File: src/rtl/async_fifo_pkg.sv
// Shared definitions for the dual-clock FIFO write and read controllers.
// Holds the default pointer width and Gray/binary conversion helpers.
// The helpers work on a zero-extended MAX_PTR_W vector. Callers cast the
// ADDR_WIDTH+1 pointer in and truncate the result back out, so any pointer
// width up to MAX_PTR_W is supported.
package async_fifo_pkg;

    localparam int unsigned ADDR_WIDTH_DEF = 4;
    localparam int unsigned PTR_W          = ADDR_WIDTH_DEF + 1;
    localparam int unsigned MAX_PTR_W      = 32;

    typedef logic [MAX_PTR_W-1:0] ptr_max_t;

    function automatic ptr_max_t bin2gray(input ptr_max_t b);
        return b ^ (b >> 1);
    endfunction

    // Bit i of the binary value is the XOR of all Gray bits at or above i.
    // Zero upper bits leave that XOR unchanged, so a fixed-width loop is
    // correct for every narrower pointer.
    function automatic ptr_max_t gray2bin(input ptr_max_t g);
        ptr_max_t b;
        b = '0;
        for (int i = 0; i < int'(MAX_PTR_W); i++) begin
            b[i] = ^(g >> i);
        end
        return b;
    endfunction

endpackage

File: src/rtl/sync_ff.sv
// Multi-flop synchroniser for a Gray-coded pointer crossing clock domains.
// Ports:
//   clk_i  - destination clock
//   rst_ni - asynchronous active-low reset; all stages clear to 0
//   d_i    - WIDTH-bit input from the source domain
//   q_o    - output of the last of STAGES flops
module sync_ff #(
    parameter int unsigned WIDTH  = 1,
    parameter int unsigned STAGES = 2
) (
    input  logic             clk_i,
    input  logic             rst_ni,
    input  logic [WIDTH-1:0] d_i,
    output logic [WIDTH-1:0] q_o
);

    logic [WIDTH-1:0] sync_q [STAGES];

    always_ff @(posedge clk_i or negedge rst_ni) begin
        if (!rst_ni) begin
            for (int i = 0; i < int'(STAGES); i++) begin
                sync_q[i] <= '0;
            end
        end else begin
            sync_q[0] <= d_i;
            for (int i = 1; i < int'(STAGES); i++) begin
                sync_q[i] <= sync_q[i-1];
            end
        end
    end

    assign q_o = sync_q[STAGES-1];

endmodule

File: src/rtl/async_fifo_wr_ctrl.sv
// Write-domain controller of the dual-clock FIFO.
// Keeps a binary and a Gray write pointer, synchronises the read pointer
// into wclk, and drives registered full, almost-full, occupancy and a
// sticky overflow flag.
// Ports:
//   wclk, wrst_n - write clock, asynchronous active-low reset
//   winc         - producer write request
//   wovf_clr     - clears woverflow; a new overflow in the same cycle wins
//   rptr_gray    - Gray read pointer from the read domain
//   wen, waddr   - RAM write port enable and address
//   wptr_gray    - registered Gray write pointer for the read domain
//   wfull, walmost_full, wcount, woverflow - registered status
module async_fifo_wr_ctrl
    import async_fifo_pkg::*;
#(
    parameter int unsigned ADDR_WIDTH   = 4,
    parameter int unsigned SYNC_STAGES  = 2,
    parameter int unsigned AFULL_THRESH = 2**ADDR_WIDTH - 4
) (
    input  logic                  wclk,
    input  logic                  wrst_n,
    input  logic                  winc,
    input  logic                  wovf_clr,
    input  logic [ADDR_WIDTH:0]   rptr_gray,
    output logic                  wen,
    output logic [ADDR_WIDTH-1:0] waddr,
    output logic [ADDR_WIDTH:0]   wptr_gray,
    output logic                  wfull,
    output logic                  walmost_full,
    output logic [ADDR_WIDTH:0]   wcount,
    output logic                  woverflow
);

    localparam int unsigned PW = ADDR_WIDTH + 1;
    // Full when the write pointer is one lap ahead: the top two Gray bits
    // differ from the read pointer and the rest match.
    localparam logic [PW-1:0] FullMask = PW'(3) << (PW - 2);
    localparam logic [PW-1:0] AfullThr = PW'(AFULL_THRESH);

    logic [PW-1:0] wbin_q, wbin_d;
    logic [PW-1:0] wgray_q, wgray_d;
    logic [PW-1:0] wcount_q, wcount_d;
    logic          wfull_q, wfull_d;
    logic          wafull_q, wafull_d;
    logic          wovf_q, wovf_d;
    logic [PW-1:0] rq;
    logic [PW-1:0] rbin_s;

    sync_ff #(
        .WIDTH  (PW),
        .STAGES (SYNC_STAGES)
    ) u_rptr_sync (
        .clk_i  (wclk),
        .rst_ni (wrst_n),
        .d_i    (rptr_gray),
        .q_o    (rq)
    );

    always_comb begin
        wen      = winc & ~wfull_q;
        wbin_d   = wbin_q + PW'(wen);
        wgray_d  = PW'(bin2gray(ptr_max_t'(wbin_d)));
        rbin_s   = PW'(gray2bin(ptr_max_t'(rq)));
        wfull_d  = (wgray_d == (rq ^ FullMask));
        // Modular difference; the read pointer never passes the write pointer.
        wcount_d = wbin_d - rbin_s;
        wafull_d = (wcount_d >= AfullThr);
        wovf_d   = (winc & wfull_q) | (wovf_q & ~wovf_clr);
    end

    always_ff @(posedge wclk or negedge wrst_n) begin
        if (!wrst_n) begin
            wbin_q   <= '0;
            wgray_q  <= '0;
            wcount_q <= '0;
            wfull_q  <= 1'b0;
            wafull_q <= 1'b0;
            wovf_q   <= 1'b0;
        end else begin
            wbin_q   <= wbin_d;
            wgray_q  <= wgray_d;
            wcount_q <= wcount_d;
            wfull_q  <= wfull_d;
            wafull_q <= wafull_d;
            wovf_q   <= wovf_d;
        end
    end

    assign waddr        = wbin_q[ADDR_WIDTH-1:0];
    assign wptr_gray    = wgray_q;
    assign wfull        = wfull_q;
    assign walmost_full = wafull_q;
    assign wcount       = wcount_q;
    assign woverflow    = wovf_q;

endmodule
File: config.mk
export PLATFORM = sky130hd
export DESIGN_NAME = async_fifo_wr_ctrl
export DESIGN_NICKNAME = d
export VERILOG_FILES = /design/src/rtl/async_fifo_pkg.sv /design/src/rtl/sync_ff.sv /design/src/rtl/async_fifo_wr_ctrl.sv
export SDC_FILE = /design/constraint.sdc
export NUM_CORES = 1
export LEC_CHECK = 0
export CORE_MARGIN = 5
export CORE_UTILIZATION = 48
export DETAILED_ROUTE_END_ITERATION = 10
export MAX_ROUTING_LAYER = met4
export PLACE_DENSITY = 0.77
export SLEW_MARGIN = 20
export SYNTH_ARGS = -nofsm -noshare
export SYNTH_HDL_FRONTEND = slang
export SYNTH_SLANG_ARGS = --single-unit
File: constraint.sdc
create_clock -name wclk -period 3.5 [get_ports wclk]
set_clock_uncertainty 0.15 [all_clocks]
set_input_delay 0.525 -clock wclk [delete_from_list [all_inputs] [get_ports wclk]]
set_output_delay 0.525 -clock wclk [all_outputs]
set_load 0.05 [all_outputs]
==> flow_summary.toml, run 1 <==
[floorplan]
io_pins = 27
row_count = 18
dieHeight_um = 61.3
die_x_um = 61.3
core_area_mm2 = 0.00250
initial_utilization_pct = 50.5
die_area_mm2 = 0.00376

[critical_path]
cp_slowest_stage_delay_ns = 0.68
r2r_cells = 9
required_ns = 3.54
critPathCaptureType = "flop"
critPathMaxFanout = 11
crit_type = "reg2reg"
critPathTopFamily = "simple AND/OR/NAND/NOR gates"
cp.arrival_ns = 3.12
worst-path-buf-inv = 0
cpMaxStageDelayCell = "or4b_2"
crit_chain = "xnor2_1, xnor2_2, xnor2_1, ha_1, or4b_2, a41o_2, a31oi_1, nand4b_1, nand4_1"
start_kind = "flop"
worst-path-stages = 9
cp_common_cell = "xnor2_1"

[route]
wl_mm = 2.11
drtPass1Iterations = 4
route.antenna.remaining_nets = 0
wl_per_cell_um = 13.2
drt_first_iter_violations = 15
vias = 836
drc = 0
via_per_inst = 5.23

[timing]
whs_ns = 0.209
drv_slew = 0
finalHoldViolations = 0
fin_crit_ns = 3.08
setup_viol = 0
tns_ns = 0
period_share_pct = 88.1
max_freq_mhz = 324
max_slew_margin_pct = 65.5
tightest_slew_ns = 0.515
rsz0062_at_grt = "false"

[cells_and_area]
drive_above_1_share_pct = 13.8
layout_common_cells = "27 x dfrtp_1, 26 x clkdlybuf4s50_1, 10 x xnor2_1, 8 x inv_1, 7 x xor2_1"
syn2layout_area_growth_pct = 26.9
nets = 146
num_antenna_cells = 0
final_common_cell = "dfrtp_1"

[yosys]
ys_warn_count = 0
ys_ff_latch = 27
async_flop_share_pct = 100
syn_nets = 114
synth_top_cell_by_area = "dfrtp_1"
synthCells = 99
synth-edff-count = 0
synth_top_area_share_pct = 53.5
avgSynthCellArea_um2 = 12.8
yosysSeqAreaShare_pct = 53.5
synth_area_leaders = "dfrtp_1 54%, xnor2_1 6.9%, ha_1 5.9%, xnor2_2 5.2%, xor2_1 4.9%"
syn_area_mm2 = 0.00126
yosysUniqueCellTypes = 31
yosys_most_used_dff = "dfrtp_1"

[clocking]
cts_buffer_depth = 2
post-cts-setup-buffer-count = 0
hold_buffers = 0
cts.sinks = 27
cts_resized = 0
cts_root_buffer = "clkbuf_4"
cts_tree = "yes"
numCtsBuffers = 3
path_clk_slew_ns = 0.14
cts_max_level = 1
insertion_delay_ns = 0.31

[placed_design]
port_buffers = 26
place.gp.congestion = 0.808
hpwlAfterDp_mm = 1.67

[global_route]
grt_pass1_wl_mm = 3.82
grt_pass1_vias = 836
grt_usage_pct = 14.1
overflow = 0
grt_max_degree = 28
antenna_found_initial = 0

[status]
status = "completed"

[job]
max-cap-violations = 0

[min_path]
holdPathStages = 0
hold_path.class = "reg2reg"
-- cell usage after synthesis, types with 2 or more instances --
master and count:
dfrtp_1 27, nor4bb_1 3, ha_1 6, nand4b_1 2, inv_1 8, xnor2_2 4
or4b_2 3, nand3_1 4, xnor2_1 10, nand2_1 3, buf_2 2, xor2_1 7
nor2_1 2
-- worst paths after layout --
| path | start | endpoint | slack, ns |
|---|---|---|---|
| max | u_rptr_sync.q_o[2] | walmost_full | 0.42 |
| min in group asynchronous | wrst_n | wptr_gray[1] | 0.40 |
| max in group asynchronous | wrst_n | u_rptr_sync.q_o[2] | 2.55 |
| min | u_rptr_sync.sync_q[8] | u_rptr_sync.q_o[3] | 0.21 |
| min reg2reg | u_rptr_sync.sync_q[8] | u_rptr_sync.q_o[3] | 0.21 |
| max reg2reg | u_rptr_sync.q_o[2] | walmost_full | 0.42 |
-- worst register-to-register path: stages, from the launching register on --
cell and delay [ns]:
dfrtp_1 0.52, xnor2_1 0.21, xnor2_2 0.35, xnor2_1 0.12
ha_1 0.28, or4b_2 0.68, a41o_2 0.29, a31oi_1 0.14
nand4b_1 0.12, nand4_1 0.10
-- flip-flops by register name (all words and copies together), names as in the netlist --
name / count
wfull: 1
woverflow: 1
wbin_q: 5
u_rptr_sync.sync_q: 5
wptr_gray: 4
u_rptr_sync.q_o: 5
wcount: 5
walmost_full: 1
-- logic make-up after synthesis --
kind of cell | count (synthesis) | share of synthesized area [%]
buffers and inverters | 11 | 3.77
XOR/XNOR | 21 | 16.9
flip-flops | 27 | 53.5
AND/OR/NAND/NOR | 24 | 13.0
adder cells (fa/ha/maj) | 7 | 6.74
AO/OA/AOI/OAI | 9 | 6.05
-- final cells by class --
cell class                      count  area [um2]
Fill cell                         188         898
Sequential cell                    27         676
Multi-Input combinational cell     61         542
Timing Repair Buffer               30         290
Tap cell                           30        37.5
Inverter                            8        30.0
Clock buffer                        4        26.3
-- layer usage --
metal  GRT usage, %  share of wire [%]
met1           17.3                 44
met2           24.9                 52
met3           1.89                4.1
met4           2.79               0.24
met5              -                  0
-- metrics by stage --
stage	instances	utilization, %	worst slack (ns)	cell area [um2]
detailed placement	156	63.0	0.136	1580
floorplan	99	-	0.252	1260
finish	160	64.1	0.417	1600
global placement	156	63.0	0.208	1580
CTS	160	64.1	0.400	1600
global route	160	64.1	0.203	1600
Power of run 1 is left out: the tool's default activity adds up to more than one toggle a clock period on the data nets, which glitch-free logic cannot reach.
==> inputs of run 2 (changes only) <==
Settings changed: PLACE_DENSITY 0.77 to unset, PLACE_DENSITY_LB_ADDON set to 0.12.
==> run 2 against run 1 <==
Compared with the run above: sequential share of layout area fell by 0.29 points; global-route usage rose by 0.34 points; non-clock buffer count rose by 1; sequential cell count did not move; fmax rose by 2.1%; register-to-register slack improved by 0.06 ns; die area did not move.
==> flow_summary.toml, run 2 (same netlist as run 1, synthesis figures left out) <==
[critical_path]
crit_chain = "clkdlybuf4s50_1, nor2b_2, ha_1, inv_1, ha_1, or4b_2, a41o_2, a31oi_1, nand4b_1, nand4_1"
critPathMaxFanout = 4
start_kind = "input port"
rr_endpoint = "walmost_full"
cp_slowest_stage_delay_ns = 0.67
crit_type = "in2reg"
critPathCaptureType = "flop"
cp_common_cell = "ha_1"
required_ns = 3.57
r2r_cells = 9
r2r_start = "u_rptr_sync.q_o[2]"
cp.arrival_ns = 3.09
critPathTopFamily = "simple AND/OR/NAND/NOR gates"
cpMaxStageDelayCell = "or4b_2"
worst-path-buf-inv = 2
rrSetupSlack_ns = 0.48

[cells_and_area]
nets = 147
num_antenna_cells = 0
layout_common_cells = "27 x dfrtp_1, 26 x clkdlybuf4s50_1, 10 x xnor2_1, 8 x inv_1, 7 x xor2_1"
final_common_cell = "dfrtp_1"
syn2layout_area_growth_pct = 27.8
drive_above_1_share_pct = 15.3
fillers = 197
fin_util_pct = 64.5

[timing]
max_freq_mhz = 331
finalHoldViolations = 0
rsz0062_at_grt = "false"
whs_ns = 0.220
drv_slew = 0
tightest_slew_ns = 0.507
tns_ns = 0
max_slew_margin_pct = 66.1
setup_viol = 0
period_share_pct = 86.3
fin_crit_ns = 3.02

[route]
route.antenna.remaining_nets = 0
via_per_inst = 5.14
drt_first_iter_violations = 14
wl_mm = 2.27
drtPass1Iterations = 2
drc = 0
vias = 828
wl_per_cell_um = 14.1

[min_path]
whs_endpoint = "u_rptr_sync.q_o[4]"
holdPathStages = 0
hold_path.class = "reg2reg"
hold_start = "u_rptr_sync.sync_q[9]"

[clocking]
cts_root_buffer = "clkbuf_4"
numCtsBuffers = 3
path_clk_slew_ns = 0.15
hold_buffers = 0
insertion_delay_ns = 0.33
cts.sinks = 27
cts_resized = 0
cts_max_level = 1
post-cts-setup-buffer-count = 0
cts_tree = "yes"
cts_buffer_depth = 2

[floorplan]
die_area_mm2 = 0.00376
dieHeight_um = 61.3
die_x_um = 61.3
core_area_mm2 = 0.00250
io_pins = 27
initial_utilization_pct = 50.5
row_count = 18

[global_route]
grt_use_met3_pct = 2.10
grtUsageMet1_pct = 16.6
overflow = 0
grt_pass1_wl_mm = 3.80
grt_pass1_vias = 877
grt_usage_pct = 14.4
grt.met2_usage_pct = 23.6
grt_busiest_layer = "met2"
antenna_found_initial = 0
grt_max_degree = 28

[placed_design]
place.gp.congestion = 0.808
port_buffers = 26
hpwlAfterDp_mm = 1.72

[status]
status = "completed"

[job]
max-cap-violations = 0
## run 2: how the worst max path moves through the flow
stage	start	end	slack, ns	cells past startpoint
floorplan	wfull	walmost_full	0.25	9
global route	u_rptr_sync.q_o[2]	walmost_full	0.31	9
finish	winc	walmost_full	0.48	10
detailed placement	winc	walmost_full	0.11	10
global placement	winc	walmost_full	0.19	10
CTS	u_rptr_sync.q_o[3]	walmost_full	0.46	9
## run 2: area by class of cell
type                            count  area (um2)  area share (%)
Multi-Input combinational cell     61         542            33.6
Tap cell                           30        37.5            2.33
Sequential cell                    27         676            41.9
Inverter                            8        30.0            1.86
Clock inverter                      1        7.51           0.465
Clock buffer                        3        22.5            1.40
Timing Repair Buffer               31         298            18.5
## run 2: stage by stage
step                cells  setup slack (ns)  instance area [um2]
global placement      157             0.191                 1580
CTS                   161             0.457                 1610
finish                161             0.480                 1610
global route          161             0.306                 1610
floorplan              99             0.252                 1260
detailed placement    157             0.107                 1580
## run 2: worst register-to-register path, stage by stage (launching register included)
cell	delay [ns]
dfrtp_1	0.54
xnor2_1	0.21
xnor2_2	0.34
xnor2_1	0.11
ha_1	0.22
or4b_2	0.67
a41o_2	0.29
a31oi_1	0.16
nand4b_1	0.13
nand4_1	0.09
## run 2: layer usage
layer | share of wire (%) | vias up | routed length [um]
met3 | 6.4 | 7 | 146
met5 | 0 | - | 0
met2 | 47 | 25 | 1070
met4 | 3.6 | 0 | 81
met1 | 43 | 387 | 977
li1 | - | 409 | -
Power of run 2 is left out for the same reason.
==> inputs of run 3 (changes only) <==
Settings changed: CTS_BUF_LIST set to sky130_fd_sc_hd__clkbuf_8, GPL_ROUTABILITY_DRIVEN set to 0.
==> run 3 against run 2 <==
Compared with the run above: first-iteration DRC count increased by 7.1%; cell area is 1.2% higher; critical path depth is the same; clock-buffer cell count did not move; sequential cell count did not move; critical path type unchanged; largest cell class unchanged.
==> flow_summary.toml, run 3 (same netlist as run 1, synthesis figures left out) <==
[route]
drt_first_iter_violations = 15
via_per_inst = 5.16
route.antenna.remaining_nets = 0
wl_per_cell_um = 14.4
drc = 0
drtPass1Iterations = 4
dr_wl_met2_mm = 1.10
vias = 831
drt-met1-wl_mm = 1.00
dr_wl_met3_um = 141
wl_mm = 2.32
top_layer = "met4"

[critical_path]
critPathMaxFanout = 4
cp_slowest_stage_delay_ns = 0.68
r2r_cells = 9
required_ns = 3.50
crit_chain = "clkdlybuf4s50_1, nor2b_2, ha_1, inv_1, ha_1, or4b_2, a41o_2, a31oi_1, nand4b_1, nand4_1"
crit_type = "in2reg"
rrSetupSlack_ns = 0.49
critPathTopFamily = "simple AND/OR/NAND/NOR gates"
rr_endpoint = "walmost_full"
start_kind = "input port"
r2r_start = "u_rptr_sync.q_o[2]"
worst-path-buf-inv = 2
critPathCaptureType = "flop"
cp_common_cell = "ha_1"
cp.arrival_ns = 3.10
cpMaxStageDelayCell = "or4b_2"

[min_path]
holdPathStages = 0
hold_path.class = "reg2reg"
whs_endpoint = "u_rptr_sync.q_o[4]"
hold_start = "u_rptr_sync.sync_q[9]"

[timing]
tns_ns = 0
rsz0062_at_grt = "false"
max_slew_margin_pct = 66.1
max_freq_mhz = 322
fin_crit_ns = 3.11
timing.final.ws_setup_ns = 0.393
period_share_pct = 88.8
tightest_slew_ns = 0.507
drv_slew = 0
finalHoldViolations = 0
setup_viol = 0

[clocking]
hold_buffers = 0
cts_resized = 0
numCtsBuffers = 3
insertion_delay_ns = 0.27
post-cts-setup-buffer-count = 0
cts_tree = "yes"
cts.sinks = 27
path_clk_slew_ns = 0.09
cts_buffer_depth = 2
cts_root_buffer = "clkbuf_8"
cts_max_level = 1

[cells_and_area]
nets = 147
layout_common_cells = "27 x dfrtp_1, 26 x clkdlybuf4s50_1, 10 x xnor2_1, 8 x inv_1, 7 x xor2_1"
syn2layout_area_growth_pct = 29.2
drive_above_1_share_pct = 15.3
num_antenna_cells = 0
fillers = 193
final_area_mm2 = 0.00163
fin_util_pct = 65.3
final_common_cell = "dfrtp_1"

[floorplan]
io_pins = 27
row_count = 18
core_area_mm2 = 0.00250
die_area_mm2 = 0.00376
dieHeight_um = 61.3
initial_utilization_pct = 50.5
die_x_um = 61.3

[global_route]
grt_usage_pct = 14.9
grt_max_degree = 28
grt_pass1_vias = 892
grt_pass1_wl_mm = 3.93
antenna_found_initial = 0
overflow = 0

[placed_design]
placed_area_mm2 = 0.00158
hpwlAfterDp_mm = 1.72
port_buffers = 26
pre_cts_ws_ns = 0.107

[status]
status = "completed"

[job]
max-cap-violations = 0
==> run 3: cell counts in the layout (fill, tap and decap cells not counted) <==
No cell type changed its count.
==> run 3: final cells by class <==
class	instances	area [um2]	area share, %
well taps	30	37.5	2.30
repair buffers	31	298	18.3
multi-input cells	61	542	33.2
flip-flops and latches	27	676	41.4
clock inverters	1	7.51	0.460
clock buffers	3	41.3	2.53
inverters	8	30.0	1.84
==> run 3: per-stage QoR <==
step / instances / hold slack, ns
4_1_cts: 161 / 0.209
2_1_floorplan: 99 / 0.0794
5_1_grt: 161 / 0.215
3_3_place_gp: 157 / 0.182
6_report: 161 / 0.207
3_5_place_dp: 157 / 0.186
==> run 3: worst max path at each step <==
stage	from	endpoint	slack, ns	cells after the start
6_report	winc	walmost_full	0.39	10
2_1_floorplan	wfull	walmost_full	0.25	9
4_1_cts	winc	walmost_full	0.38	10
3_3_place_gp	winc	walmost_full	0.19	10
3_5_place_dp	winc	walmost_full	0.11	10
5_1_grt	u_rptr_sync.q_o[2]	walmost_full	0.29	9
==> run 3: per-layer routing <==
| layer | vias up | GRT usage, % |
|---|---|---|
| met3 | 7 | 2.73 |
| met1 | 390 | 17.6 |
| met5 | - | - |
| met2 | 25 | 23.9 |
| li1 | 409 | - |
| met4 | 0 | 8.05 |
Power of run 3 is left out for the same reason.
